===== src/rtl/fetch_sequencer.sv =====
// Program-counter sequencer for the instruction ROM.
// Drives PC to the ROM, qualifies the returned word as an issued instruction,
// applies absolute/relative branches, stalls and halt detection, and keeps
// saturating cycle/instruction counters for benchmarking.
module fetch_sequencer #(
    parameter int                PC_W       = 16,
    parameter int                IW         = 9,
    parameter logic [IW-1:0]     HALT_OP    = 9'h1FF,
    parameter logic [PC_W-1:0]   START_ADDR = 16'h0000,
    parameter int                CNT_W      = 16
) (
    input  logic              CLK,
    input  logic              reset_n,
    input  logic              start,
    input  logic              stall,
    input  logic              br_abs_en,
    input  logic [PC_W-1:0]   br_target,
    input  logic              br_rel_en,
    input  logic [PC_W-1:0]   br_offset,
    input  logic [IW-1:0]     inst_in,
    output logic [PC_W-1:0]   PC,
    output logic [IW-1:0]     inst_out,
    output logic              inst_valid,
    output logic              busy,
    output logic              halted,
    output logic [CNT_W-1:0]  cycle_cnt,
    output logic [CNT_W-1:0]  inst_cnt
);

    typedef enum logic [1:0] {
        ST_IDLE = 2'b00,
        ST_RUN  = 2'b01,
        ST_HALT = 2'b10
    } state_t;

    state_t             state_q, state_d;
    logic [PC_W-1:0]    pc_q, pc_d;
    logic [CNT_W-1:0]   cycle_cnt_q, cycle_cnt_d;
    logic [CNT_W-1:0]   inst_cnt_q, inst_cnt_d;
    logic               inst_valid_s;

    // Counters stick at all-ones so a long benchmark never reads back as short.
    function automatic logic [CNT_W-1:0] sat_inc(input logic [CNT_W-1:0] v);
        if (v == {CNT_W{1'b1}}) begin
            sat_inc = v;
        end else begin
            sat_inc = v + {{(CNT_W-1){1'b0}}, 1'b1};
        end
    endfunction

    // Next-state, next-PC and counter update; defaults hold every register.
    always_comb begin
        state_d      = state_q;
        pc_d         = pc_q;
        cycle_cnt_d  = cycle_cnt_q;
        inst_cnt_d   = inst_cnt_q;
        inst_valid_s = 1'b0;
        case (state_q)
            ST_IDLE, ST_HALT: begin
                // Branch and stall inputs have no effect outside RUN.
                if (start) begin
                    state_d     = ST_RUN;
                    pc_d        = START_ADDR;
                    cycle_cnt_d = {CNT_W{1'b0}};
                    inst_cnt_d  = {CNT_W{1'b0}};
                end else begin
                    state_d = state_q;
                end
            end
            ST_RUN: begin
                inst_valid_s = ~stall;
                cycle_cnt_d  = sat_inc(cycle_cnt_q);
                if (!stall) begin
                    inst_cnt_d = sat_inc(inst_cnt_q);
                    // Halt outranks any branch presented alongside it.
                    if (inst_in == HALT_OP) begin
                        state_d = ST_HALT;
                    end else if (br_abs_en) begin
                        pc_d = br_target;
                    end else if (br_rel_en) begin
                        pc_d = pc_q + br_offset;
                    end else begin
                        pc_d = pc_q + {{(PC_W-1){1'b0}}, 1'b1};
                    end
                end else begin
                    // Stalled: PC and state hold; a branch must be re-presented.
                    pc_d = pc_q;
                end
            end
            default: begin
                state_d     = ST_IDLE;
                pc_d        = START_ADDR;
                cycle_cnt_d = {CNT_W{1'b0}};
                inst_cnt_d  = {CNT_W{1'b0}};
            end
        endcase
    end

    // State, PC and counter registers with synchronous active-low reset.
    always_ff @(posedge CLK) begin
        if (!reset_n) begin
            state_q     <= ST_IDLE;
            pc_q        <= START_ADDR;
            cycle_cnt_q <= {CNT_W{1'b0}};
            inst_cnt_q  <= {CNT_W{1'b0}};
        end else begin
            state_q     <= state_d;
            pc_q        <= pc_d;
            cycle_cnt_q <= cycle_cnt_d;
            inst_cnt_q  <= inst_cnt_d;
        end
    end

    // The ROM word is issued in the same cycle it is addressed.
    always_comb begin
        inst_valid = inst_valid_s;
        if (inst_valid_s) begin
            inst_out = inst_in;
        end else begin
            inst_out = {IW{1'b0}};
        end
    end

    assign PC        = pc_q;
    assign busy      = (state_q == ST_RUN);
    assign halted    = (state_q == ST_HALT);
    assign cycle_cnt = cycle_cnt_q;
    assign inst_cnt  = inst_cnt_q;

endmodule


===== config.mk =====
export PLATFORM = sky130hd
export DESIGN_NAME = fetch_sequencer
export DESIGN_NICKNAME = d
export VERILOG_FILES = /design/src/rtl/fetch_sequencer.sv
export SDC_FILE = /design/constraint.sdc
export NUM_CORES = 1
export LEC_CHECK = 0
export ABC_AREA = 1
export ABC_CLOCK_PERIOD_IN_PS = 7300
export BUFFER_PORTS_ARGS = -buffer_cell sky130_fd_sc_hd__buf_2
export CAP_MARGIN = 40
export CORE_ASPECT_RATIO = 1.4
export CORE_MARGIN = 3
export CORE_UTILIZATION = 40
export DETAILED_ROUTE_END_ITERATION = 8
export SKIP_LAST_GASP = 1
export SLEW_MARGIN = 20
export SYNTH_ARGS = -nofsm -noshare
export SYNTH_HDL_FRONTEND = slang
export SYNTH_SLANG_ARGS = --single-unit

===== constraint.sdc =====
create_clock -name CLK -period 7.3 [get_ports CLK]
set_input_delay 2.19 -clock CLK [delete_from_list [all_inputs] [get_ports CLK]]
set_output_delay 2.19 -clock CLK [all_outputs]
set_load 0.02 [all_outputs]

* Word-level counts from Yosys, hierarchy flattened *
Cells that the tools add are included.
Widths: inputs -> output; s select.

word-level totals
  register bits = 50
  word-level logic and storage cells = 43

cells by class
  add/sub/neg operators = 4
  eq/ne operators = 11
  mux-type cells = 17
  bitwise logic cells = 1
  reduce and logical (&&, ||, !) cells = 6

operators with widths
  cell                   number
  $mux 16                8
  $pmux 16 s2            3
  $add 16x1->16 const B  3
  $eq 16x16->1 const B   2
  $add 16x16->16         1
  $ne 2x2->1 const B     5
  $eq 9x9->1 const B     1
  $mux 9                 1
  $reduce_and 3->1       3
  $mux 2                 3
  $pmux 2 s2             1
  $eq 2x1->1 const B     1
  $eq 2x2->1 const B     1
  $logic_not 2->1        1
  $ne 2x1->1 const B     1
  $reduce_and 2->1       1
  $reduce_or 2->1        1
  $mux 1                 1
  $not 1->1              1

* Depth between registers and ports, before layout *
  word-level depth = 6
  gate-level depth with buffers = 15
  mapped depth without buffers = 13

* Worst setup path before layout *
OpenSTA, ideal clock, no wires.

  path type = input -> output
  from = input stall
  to = output inst_out[0]
  data arrival time = 3.160 ns
  required time = 5.110 ns
  setup slack = 1.950 ns
  stages = 3
  cells stage by stage = nor2_1 -> clkinv_1 -> nor2_1

between the ends
  word-level cells in the longest chain between the ends = 3

ends and longest elaborated chain
  item                line  source
  start: declaration  15    input logic stall,
  $not 1->1           71    inst_valid_s = ~stall;
  $mux 1              58    case (state_q)
  $mux 9              117   if (inst_valid_s) begin
  end: declaration    22    output logic [IW-1:0] inst_out,

No other way between the ends.

* Worst setup path after layout *
  from = input stall
  to = output inst_out[2]

Same word-level chain as after synthesis.

==> key figures <==
Outcome
  • Status: completed

Final layout
  • Layout area overhead: 19.91%
  • Share of cells above drive strength 1: 0.2054
  • Total Nets Final: 800
  • Fill cells: 988
  • FF/Latch Area: 1001 um^2
  • Most frequent cells in the layout: nand2_1 (191), buf_2 (106), inv_1 (96)
  • Antenna cells: 0
  • Commonest non-fill, non-tap cell in the layout: nand2_1
  • Footprint of the multi-input gates: 2357 um^2
  • Final instance area: 4612 um^2
  • Final core occ: 0.5022

Global routing
  • Grt total ovfl: 0
  • Vias in the first global route: 3,996
  • First-pass GRT wire length: 18,060 um
  • Antenna violations before repair: 0
  • Met2 GRT Util: 0.3950
  • Global routing met1 resource utilization: 0.2288
  • Met3 Use GR: 0.02977
  • Total track usage: 0.2087
  • Largest net degree at the start of global routing: 30
  • Top Usage Layer GRT: met2

Die
  • Starting Density: 0.4189
  • Ports: 107
  • Area of the core: 9183 um^2
  • Num rows: 41
  • Die width: 88.88 um
  • Die H: 122.0 um
  • DIE AREA: 10,850 um^2

Placement
  • RD Place Congestion: 0.8935
  • Dpl cell area: 4443 um^2
  • Post-detail-place hpwl: 8509 um
  • Pre-CTS setup slack: 2.131 ns
  • Buffers on Ports: 106

Logic synthesis
  • Post-Syn Instances: 633
  • Yosys reg bits: 50
  • Top cell type's share of synthesized area: 0.2602
  • Top cells by area, synth: dfxtp_1 (26%), nand2_1 (19%), inv_1 (9.4%), nor2_1 (6.7%), a21oi_1 (6.5%)
  • Yosys cell types: 37
  • Synth Cell Area: 3846 um^2
  • Post-synthesis sequential area ratio: 0.2602
  • Area leader, netlist: dfxtp_1
  • Post-Syn Nets: 698
  • Synthesized area per cell: 6.076 um^2
  • YS warnings: 0

CTS
  • Clk slew on worst S/H paths: 0.07 ns
  • Max Root-Sink Buffers: 2
  • CTS tree: done
  • CTS Hold Bufs: 0
  • CTS Buf Count: 5
  • # clock sinks: 50
  • Postcts setup bufs: 0
  • CTS H-tree depth: 2
  • # resized after CTS: 0
  • CTS Root Buffer Type: clkbuf_16
  • Clock Latency Late Sink: 0.29 ns

Timing
  • Final hold violations: 0
  • Setup TNS: 0 ns
  • Final setup fails: 0
  • Tmin final: 5.200 ns
  • Fmax: 192.3 MHz
  • PnR worst setup slack: 2.100 ns
  • Layout Skew: 0.003886 ns
  • Period utilization: 0.7123
  • Unrepaired setup endpoints after global routing: no
  • Max-slew violation count: 0
  • Worst slew pin tran: 0.7875 ns
  • Slew headroom: 0.4717

Worst setup path
  • Worst Path Buf+Inv: 3
  • Crit Path Max Fanout: 9
  • Crit path kind: primary input to primary output
  • Required time worst endpoint: 5.11 ns
  • Max stage delay cell, worst path: clkinv_1
  • Cells along the critical path: buf_2 > nor2_1 > clkinv_1 > nor2_1 > buf_2
  • Reg2reg setup slack: 5.15 ns
  • R2r worst-path depth: 11
  • Reg-to-Reg End: inst_cnt[12]$_SDFFE_PN0P_
  • Critical path capture point type: primary output
  • R2R Path Start: state_q[1]$_SDFFE_PN0P_
  • Crit path max-delay family: buffers and inverters
  • Delay of the slowest critical-path stage: 0.23 ns
  • Worst Setup Start Kind: primary input
  • CP arrival: 3.01 ns

Pwr
  • Highest ir drop seen on vdd: 0.1353 mV
  • Pwr dens: 151.5 nW/um^2
  • Pleak: 0.002449 uW

Detailed routing
  • Avg WL per Cell: 13.06 um
  • Initial DRC Count: 85
  • TritonRoute pass-1 iters: 4
  • Total number of vias: 4,215
  • Final wirelength: 11,000 um
  • Via density: 5.006
  • DRC: 0
  • Post-DRT Antenna Nets: 0

Min path
  • Hold Path Depth: 2
  • Hold EP: PC[13]$_SDFFE_PN0P_
  • Worst Hold Launch: PC[13]$_SDFFE_PN0P_
  • HP Class: flop to flop

Job
  • Max Cap Viol: 0
## tightest hold or removal path, cell delays in order (launching register included)
cell and delay, ns:
dfxtp_1 0.32, nand2_1 0.06, a21oi_1 0.05
## cells by family after synthesis
group	share of synthesized area
adder cells (fa/ha/maj)	0.06051
buffers and inverters	0.1269
flip-flops	0.2602
AND/OR/NAND/NOR	0.4089
AO/OA/AOI/OAI	0.1047
XOR/XNOR	0.03871
## final cells by class
| class | count | area share |
|---|---|---|
| clock buffer | 6 | 0.03011 |
| clock inverter | 1 | 0.006511 |
| inverter | 105 | 0.08546 |
| multi-input combinational | 464 | 0.5111 |
| sequential | 50 | 0.2170 |
| tap | 107 | 0.02903 |
| timing repair buffer | 109 | 0.1207 |
## routing by layer
layer  share of wire  up-vias  wire (um)
met1            0.40     1921       4400
met2            0.53       87       5876
met3           0.044       17        481
met4           0.022        0        239
met5               0        -          0
li1                -     2190          -
## Yosys cell counts (all sizes together)
master and count:
nand2 197, inv 103, nor2 71, a21oi 55, dfxtp 50, nand3 50, ha 17, o21ai 14
xor2 14, nand4 13, nor3 13, clkbuf 8, or2 7, buf 6, nand3b 3, o211ai 3
xnor2 3, clkinv 2, a211oi 1, and2 1, fa 1, nor3b 1
## how the worst max path moves through the flow
stage / start / end / slack, ns / cells past startpoint
floorplan: stall / inst_out[0] / 1.95 / 3
global placement: stall / inst_out[6] / 2.20 / 5
detailed placement: stall / inst_out[1] / 2.13 / 5
CTS: stall / inst_out[1] / 2.13 / 5
global route: stall / inst_out[1] / 2.06 / 5
finish: stall / inst_out[2] / 2.10 / 5
## power breakdown
part           switching, uW  internal (uW)  total [uW]
Sequential              7.09            280         287
Clock                    106            169         276
Combinational           89.6           46.5         136
## state kept, by name, summed over array words and instances (netlist names)
| signal | count |
|---|---|
| PC | 16 |
| cycle_cnt | 16 |
| state_q | 2 |
| inst_cnt | 16 |
## metrics by stage
step | power [uW] | hold slack (ns) | instances
after detailed placement | 430.4 | 0.4716 | 835
after floorplan | 387.6 | 0.4693 | 633
after global routing | 739.5 | 0.5032 | 842
final | 698.8 | 0.4846 | 842
after CTS | 711.2 | 0.4824 | 842
after global placement | 426.8 | 0.4689 | 834
Power figures use the tool's default switching activity.
